### config.mk
export PLATFORM = sky130hd
export DESIGN_NAME = alink_dispatch_flat
export DESIGN_NICKNAME = d
export VERILOG_FILES = /design/src/rtl/alink_dispatch_if.sv /design/src/rtl/alink_dispatch.sv /design/src/flat_wrapper.sv
export SDC_FILE = /design/constraint.sdc
export NUM_CORES = 2
export LEC_CHECK = 0
export BUFFER_PORTS_ARGS = -buffer_cell sky130_fd_sc_hd__buf_2
export CORE_AREA = 2 2 495 497
export DETAILED_ROUTE_END_ITERATION = 7
export DIE_AREA = 0 0 497 499
export GPL_TIMING_DRIVEN = 0
export HOLD_SLACK_MARGIN = 0.05
export PLACE_DENSITY = 0.55
export SYNTH_ARGS = -nofsm -noshare
export SYNTH_HDL_FRONTEND = slang
export SYNTH_SLANG_ARGS = --single-unit
### constraint.sdc
create_clock -name clk -period 8 [get_ports clk]
set_input_delay 2 -clock clk [delete_from_list [all_inputs] [get_ports clk]]
set_output_delay 2 -clock clk [all_outputs]
set_load 0.1 [all_outputs]
### src/rtl/alink_dispatch_if.sv
// rtl/alink_dispatch_if.sv - TX dispatch / RX report handshake bundle for alink_dispatch
interface alink_dispatch_if #(
  parameter int PHY_NUM = 32
);
  logic               tx_task_vld;
  logic               tx_phy_start;
  logic [PHY_NUM-1:0] tx_phy_sel;
  logic               tx_phy_done;
  logic               rx_done;
  logic [PHY_NUM-1:0] rx_done_sel;

  // Dispatcher side: issues starts, watches task availability and completions
  modport master (
    output tx_phy_start, tx_phy_sel,
    input  tx_task_vld, tx_phy_done, rx_done, rx_done_sel
  );

  // FIFO / PHY side
  modport slave (
    input  tx_phy_start, tx_phy_sel,
    output tx_task_vld, tx_phy_done, rx_done, rx_done_sel
  );
endinterface

### src/rtl/alink_dispatch.sv
// rtl/alink_dispatch.sv - round-robin TX task dispatcher with per-channel busy timeout (option: ALINK_AUTO_MASK_EN)
module alink_dispatch #(
  parameter int PHY_NUM = 32,
  parameter int TOUT_W  = 32,
  parameter int PTR_W   = 5
) (
  input  logic                      clk,
  input  logic                      rst,
  input  logic                      reg_flush,
  input  logic [PHY_NUM-1:0]        reg_mask,
  input  logic [TOUT_W-1:0]         reg_tout,
  alink_dispatch_if.master          lnk,
  output logic [PHY_NUM-1:0]        reg_busy,
  output logic                      tout_vld,
  output logic [PHY_NUM-1:0]        tout_sel,
  output logic [TOUT_W*PHY_NUM-1:0] timer_cnt,
  output logic [PHY_NUM-1:0]        auto_mask,
  output logic [1:0]                cur_state
);

  typedef enum logic [1:0] {ST_IDLE = 2'd0, ST_SEND = 2'd1} state_t;

  state_t              state_q, state_d;
  logic                clr;
  logic [PTR_W-1:0]    rr_ptr, grant_q, grant_d;
  logic [PTR_W:0]      idx;
  logic                found;
  logic                go, finish;
  logic [PHY_NUM-1:0]  eligible;
  logic                start_q;
  logic [PHY_NUM-1:0]  sel_q;
  logic [PHY_NUM-1:0]  busy_q;
  logic [PHY_NUM-1:0]  tout_d;
  logic [TOUT_W-1:0]   timer_q [PHY_NUM];

  // Flush behaves exactly like reset and overrides everything else
  assign clr      = rst | reg_flush;
  assign eligible = ~reg_mask & ~busy_q & ~auto_mask;
  assign go       = (state_q == ST_IDLE) && lnk.tx_task_vld && found;
  assign finish   = (state_q == ST_SEND) && lnk.tx_phy_done;

  // Round-robin search from rr_ptr, wrapping at PHY_NUM rather than 2^PTR_W
  always_comb begin
    found   = 1'b0;
    grant_d = '0;
    idx     = '0;
    for (int k = 0; k < PHY_NUM; k++) begin
      idx = {1'b0, rr_ptr} + (PTR_W+1)'(k);
      if (idx >= (PTR_W+1)'(PHY_NUM)) idx = idx - (PTR_W+1)'(PHY_NUM);
      if (!found && eligible[idx[PTR_W-1:0]]) begin
        found   = 1'b1;
        grant_d = idx[PTR_W-1:0];
      end
    end
  end

  // State register
  always_ff @(posedge clk) begin
    if (clr) state_q <= ST_IDLE;
    else     state_q <= state_d;
  end

  // Next-state: grant moves to SEND, completion returns to IDLE
  always_comb begin
    state_d = state_q;
    case (state_q)
      ST_IDLE: if (go) state_d = ST_SEND;
      ST_SEND: if (lnk.tx_phy_done) state_d = ST_IDLE;
      default: state_d = ST_IDLE;
    endcase
  end

  // Start pulse, held select, granted index and round-robin pointer
  always_ff @(posedge clk) begin
    if (clr) begin
      start_q <= 1'b0;
      sel_q   <= '0;
      grant_q <= '0;
      rr_ptr  <= '0;
    end else begin
      start_q <= go;
      if (go) begin
        sel_q   <= PHY_NUM'(1) << grant_d;
        grant_q <= grant_d;
      end else if (finish) begin
        sel_q  <= '0;
        rr_ptr <= (grant_q == PTR_W'(PHY_NUM-1)) ? '0 : grant_q + 1'b1;
      end
    end
  end

  // Timeout fires only when the count expires without a same-cycle report
  always_comb begin
    tout_d = '0;
    for (int i = 0; i < PHY_NUM; i++) begin
      tout_d[i] = busy_q[i] && (timer_q[i] == TOUT_W'(1)) &&
                  !(lnk.rx_done && lnk.rx_done_sel[i]) &&
                  !(finish && (grant_q == PTR_W'(i)));
    end
  end

  // Per-channel busy/timer: completion load wins over report, report over expiry
  always_ff @(posedge clk) begin
    if (clr) begin
      busy_q   <= '0;
      tout_sel <= '0;
      tout_vld <= 1'b0;
      for (int i = 0; i < PHY_NUM; i++) timer_q[i] <= '0;
    end else begin
      tout_sel <= tout_d;
      tout_vld <= |tout_d;
      for (int i = 0; i < PHY_NUM; i++) begin
        if (finish && (grant_q == PTR_W'(i))) begin
          busy_q[i]  <= 1'b1;
          timer_q[i] <= reg_tout;
        end else if (busy_q[i]) begin
          if ((lnk.rx_done && lnk.rx_done_sel[i]) || (timer_q[i] == TOUT_W'(1))) begin
            busy_q[i]  <= 1'b0;
            timer_q[i] <= '0;
          end else if (timer_q[i] > TOUT_W'(1)) begin
            timer_q[i] <= timer_q[i] - 1'b1;
          end
        end
      end
    end
  end

`ifdef ALINK_AUTO_MASK_EN
  logic [PHY_NUM-1:0] auto_q;

  // Sticky disable of channels that have timed out
  always_ff @(posedge clk) begin
    if (clr) auto_q <= '0;
    else     auto_q <= auto_q | tout_d;
  end

  assign auto_mask = auto_q;
`else
  assign auto_mask = '0;
`endif

  for (genvar g = 0; g < PHY_NUM; g++) begin : g_tcnt
    assign timer_cnt[TOUT_W*g +: TOUT_W] = timer_q[g];
  end

  assign lnk.tx_phy_start = start_q;
  assign lnk.tx_phy_sel   = sel_q;
  assign reg_busy         = busy_q;
  assign cur_state        = state_q;

endmodule

### src/flat_wrapper.sv
// flat-port wrapper written by rule: the top's interface ports become plain ports
module alink_dispatch_flat 
#(
  parameter int PHY_NUM = 32,
  parameter int TOUT_W  = 32,
  parameter int PTR_W   = 5
)
  (clk, rst, reg_flush, reg_mask, reg_tout, reg_busy, tout_vld, tout_sel, timer_cnt, auto_mask, cur_state, lnk_tx_phy_start, lnk_tx_phy_sel, lnk_tx_task_vld, lnk_tx_phy_done, lnk_rx_done, lnk_rx_done_sel);
  alink_dispatch_if #(.PHY_NUM(PHY_NUM)) lnk_i ();
  input  logic clk;
  input  logic rst;
  input  logic reg_flush;
  input  logic [PHY_NUM-1:0] reg_mask;
  input  logic [TOUT_W-1:0] reg_tout;
  output logic [PHY_NUM-1:0] reg_busy;
  output logic tout_vld;
  output logic [PHY_NUM-1:0] tout_sel;
  output logic [TOUT_W*PHY_NUM-1:0] timer_cnt;
  output logic [PHY_NUM-1:0] auto_mask;
  output logic [1:0] cur_state;
  output wire logic [$bits(lnk_i.tx_phy_start)-1:0] lnk_tx_phy_start;
  output wire logic [$bits(lnk_i.tx_phy_sel)-1:0] lnk_tx_phy_sel;
  input wire logic [$bits(lnk_i.tx_task_vld)-1:0] lnk_tx_task_vld;
  input wire logic [$bits(lnk_i.tx_phy_done)-1:0] lnk_tx_phy_done;
  input wire logic [$bits(lnk_i.rx_done)-1:0] lnk_rx_done;
  input wire logic [$bits(lnk_i.rx_done_sel)-1:0] lnk_rx_done_sel;
  assign lnk_tx_phy_start = lnk_i.tx_phy_start;
  assign lnk_tx_phy_sel = lnk_i.tx_phy_sel;
  assign lnk_i.tx_task_vld = lnk_tx_task_vld;
  assign lnk_i.tx_phy_done = lnk_tx_phy_done;
  assign lnk_i.rx_done = lnk_rx_done;
  assign lnk_i.rx_done_sel = lnk_rx_done_sel;
  alink_dispatch #(.PHY_NUM(PHY_NUM), .TOUT_W(TOUT_W), .PTR_W(PTR_W)) u_core (.clk(clk), .rst(rst), .reg_flush(reg_flush), .reg_mask(reg_mask), .reg_tout(reg_tout), .lnk(lnk_i), .reg_busy(reg_busy), .tout_vld(tout_vld), .tout_sel(tout_sel), .timer_cnt(timer_cnt), .auto_mask(auto_mask), .cur_state(cur_state));
endmodule
==> results.md <==
* Most common cell after layout, fill and taps aside: buf_2
* Post-route ant nets at 0
* Final Setup Violations at 0
* Critical path class: reg2reg
* Die area at roughly 250000 µm²
* Slew at the pin closest to its max-slew limit at 1.592 ns
* Final Hold Violating Endpoints at 0
* Critical Path Start Type: flip-flop
* Met3 usage at between 10% and 20%
* Fillers at 24800
* Outcome: finished, violations left
* DRC Markers at 0
* Starting Density at about 30%
* Worst skew pair latency at approximately 0.87 ns
* Critical R2R Capture: u_core.lnk.tx_phy_sel[29]
* Max FO, Critical Path at 10
* Synthesized area per cell at between 9 and 10 µm²
* Synth Flop Type: edfxtp_1
* Die W at 497 µm
* Post-synth EDFFs at between 1000 and 1500
* Via Count at around 76000
* Gate Count Post-Synth at around 8000
* Final WL at around 460000 µm
* Max transition margin at -6.357%
* Share of post-route cells with drive strength above 1 at between 10% and 20%
* CP dominant cell by count: buf_6
* CTS buffer count at around 150
* Worst EP required at around 8.7 ns
* Synth unique cells at 95
* Clk_skew at between 0.07 and 0.08 ns
* Area growth from synthesis to final layout at 23.01%
* Mapped Area at between 70000 and 80000 µm²
* Drt pass-1 iters at 8
* Largest net degree at the start of global routing at 33
* Most frequent cells in the layout: buf_2, nor2_1, edfxtp_1
* Hold crit path type: reg2reg
* Post-DP HPWL at roughly 360000 µm
* DP Worst Slack at -1.444 ns
* DR vias/cell at ~6.0
* Root Buffer: clkbuf_16
* Fmax at between 100 and 150 MHz
* Synthesized flop and latch total at roughly 1100
* FF-to-FF path depth at 22
* CTS Sinks at approximately 1100
* Clk pin slew, worst setup/hold paths at around 0.05 ns
* Port Buffer Count at 1208
* FP Rows at 181
* R2r startpoint: u_core.rr_ptr[0]
* Maximum VDD drop at approximately 0.19 mV
* Synth warn at 0
* Critical-path cell list: buf_6 -> buf_6 -> buf_6 -> buf_6 -> buf_6 -> buf_2 -> inv_1 -> ha_2 -> buf_2 -> clkbuf_1 -> mux4_2 -> o22ai_1 -> nor2_2 -> nand4b_1 -> nor4_1 -> nand3_1 -> o211a_1 -> clkbuf_1 -> nor3_2 -> clkbuf_1 -> nand2_1 -> o41ai_1
* Antenna violations before repair at 70
* Core Region at 242500 µm²
* Hold path endpoint: u_core.lnk.tx_phy_sel[15]
* # IOs at between 1000 and 1500
* Die height at between 400 and 500 µm
* Htree depth at 4
* Hold path start: u_core.lnk.tx_phy_sel[15]
* Wire length per cell at approximately 36 µm
* First-pass GRT wire length at between 600000 and 700000 µm
* Grt met1 use at between 40% and 50%
* Slew Viols, Final at 18
* TritonCTS clock tree: built
* Asr flop ratio synth at 0%
* GRT Util Overall at between 30% and 40%
* Pwr Density at between 200 and 250 nW/µm²
* Clock buffer depth at 3
* Hold path cells at 2
* Final core occ at between 30% and 40%
* Final min period at 7.897 ns
* Final worst setup slack at 0.1032 ns
* Sequential-to-total area share from yosys stat at 45.10%
* Cts hold-fix bufs at 0
* Final period utilization at 98.71%
* Reg2Reg Setup Slack at 0.10 ns
* Total grt overflow at 0
* Nets at 9513
* Critical Path Slowest Stage Cell: nor3_2
* Failing checks: capacitance limit, slew limit
* Number of global-route vias before repair at 69148
* M2 GR Usage at 51.15%
* DR iter-0 viols at about 11000
* CP peak stage delay at 0.80 ns
* GR peak layer: met2
* P_leak at around 35 nW
* RePlAce Congestion at approximately 1.0
* Crit path DAT at ~8.6 ns
* Nature of the critical path endpoint: flip-flop
* MaxCap Viol Count at 4
flip-flops by register name, summed over array words and instances, names as in the netlist:
signal	cells
u_core.cur_state	1
u_core.grant_q	5
u_core.lnk.tx_phy_sel	32
u_core.lnk.tx_phy_start	1
u_core.reg_busy	32
u_core.rr_ptr	5
u_core.timer_q	1024
u_core.tout_sel	32
u_core.tout_vld	1
timing repair:
| action | CTS | global route |
|---|---|---|
| endpoints found under the setup margin | 37 | 33 |
| buffers inserted | 0 | 0 |
| gates resized for setup | 7 | 8 |
| gates cloned | 0 | 0 |
final cells by class:
class                      instances  area, µm²  area share [%]
inverter                         133      499.2          0.5558
tap                             3202       4006           4.460
clock buffer                     210       4046           4.505
sequential                      1133      32930           36.66
clock inverter                    61      681.9          0.7592
antenna                           24      60.06         0.06686
buffer                           516       2302           2.563
multi-input combinational       6109      37600           41.87
timing repair buffer            1290       7687           8.559
metal layers:
metal / share of wire [%] / wire length (µm) / vias to the layer above
li1: - / - / 31845
met1: 38 / 176300 / 37790
met2: 41 / 189500 / 5140
met3: 12 / 54000 / 990
met4: 8.3 / 38120 / 30
met5: 0.048 / 219 / -
metrics by stage:
step | instances | setup TNS, ns | instance area [µm²] | power [mW] | hold slack (ns)
5_1_grt | 12661 | -0.01313 | 89780 | 19.48 | 0.4633
4_1_cts | 12652 | 0 | 89680 | 19.07 | 0.4491
6_report | 12678 | 0 | 89820 | 19.12 | 0.4488
2_1_floorplan | 7892 | 0 | 73140 | 10.78 | 0.5213
3_5_place_dp | 12382 | -61.54 | 84930 | 12.36 | 0.4361
3_3_place_gp | 12302 | -4435.02 | 83190 | 12.27 | 0.4269
critical path, delay by kind of cell, from the launching register on:
kind / cells / cell delay, ns
buf+inv: 11 / 3.09
simple gates: 6 / 2.34
compound gates: 3 / 0.90
mux: 1 / 0.54
flops: 1 / 0.48
fa+ha+maj: 1 / 0.39
worst max path at each step:
stage,startpoint,endpoint,slack [ns],cells past startpoint
after global placement,rst,u_core.timer_q[1][218],-6.08,8
final,u_core.rr_ptr[0],u_core.lnk.tx_phy_sel[29],0.10,22
after floorplan,u_core.rr_ptr[1],u_core.lnk.tx_phy_sel[17],2.22,21
after global routing,u_core.rr_ptr[0],u_core.grant_q[1],-0.01,22
after detailed placement,u_core.rr_ptr[1],u_core.lnk.tx_phy_sel[29],-1.44,18
after CTS,u_core.rr_ptr[1],u_core.lnk.tx_phy_sel[9],0.02,19
cell usage after synthesis (84+ instances only):
cell	instances	area (µm²)
nor2_1	1069	4013
edfxtp_1	1024	30750
nand2_1	907	3405
xnor2_1	495	4335
o21ai_0	451	2257
clkbuf_1	441	1655
xor2_1	416	3643
nor3_1	395	1977
a22oi_1	388	2913
a21oi_1	242	1211
nor4_1	221	1383
nand3_1	157	785.8
inv_1	131	491.7
dfxtp_1	109	2182
o22ai_1	109	681.9
or4_1	108	810.8
or3_1	107	669.4
a31oi_1	95	594.3
mux4_2	84	1892
logic make-up after synthesis:
logic type	after synthesis	share of synthesized area, %
XOR/XNOR	913	10.97
other	1	0.005136
AO/OA/AOI/OAI	1610	14.34
multiplexers	108	2.920
buffers and inverters	650	3.648
flip-flops	1133	45.10
AND/OR/NAND/NOR	3363	21.61
adder cells (fa/ha/maj)	82	1.405
power breakdown:
group / switching [mW] / internal [mW]
sequential: 0.474 / 6.80
clock: 3.01 / 3.76
combinational: 4.19 / 0.894
total: 7.67 / 11.5
Power figures use the tool's default switching activity.
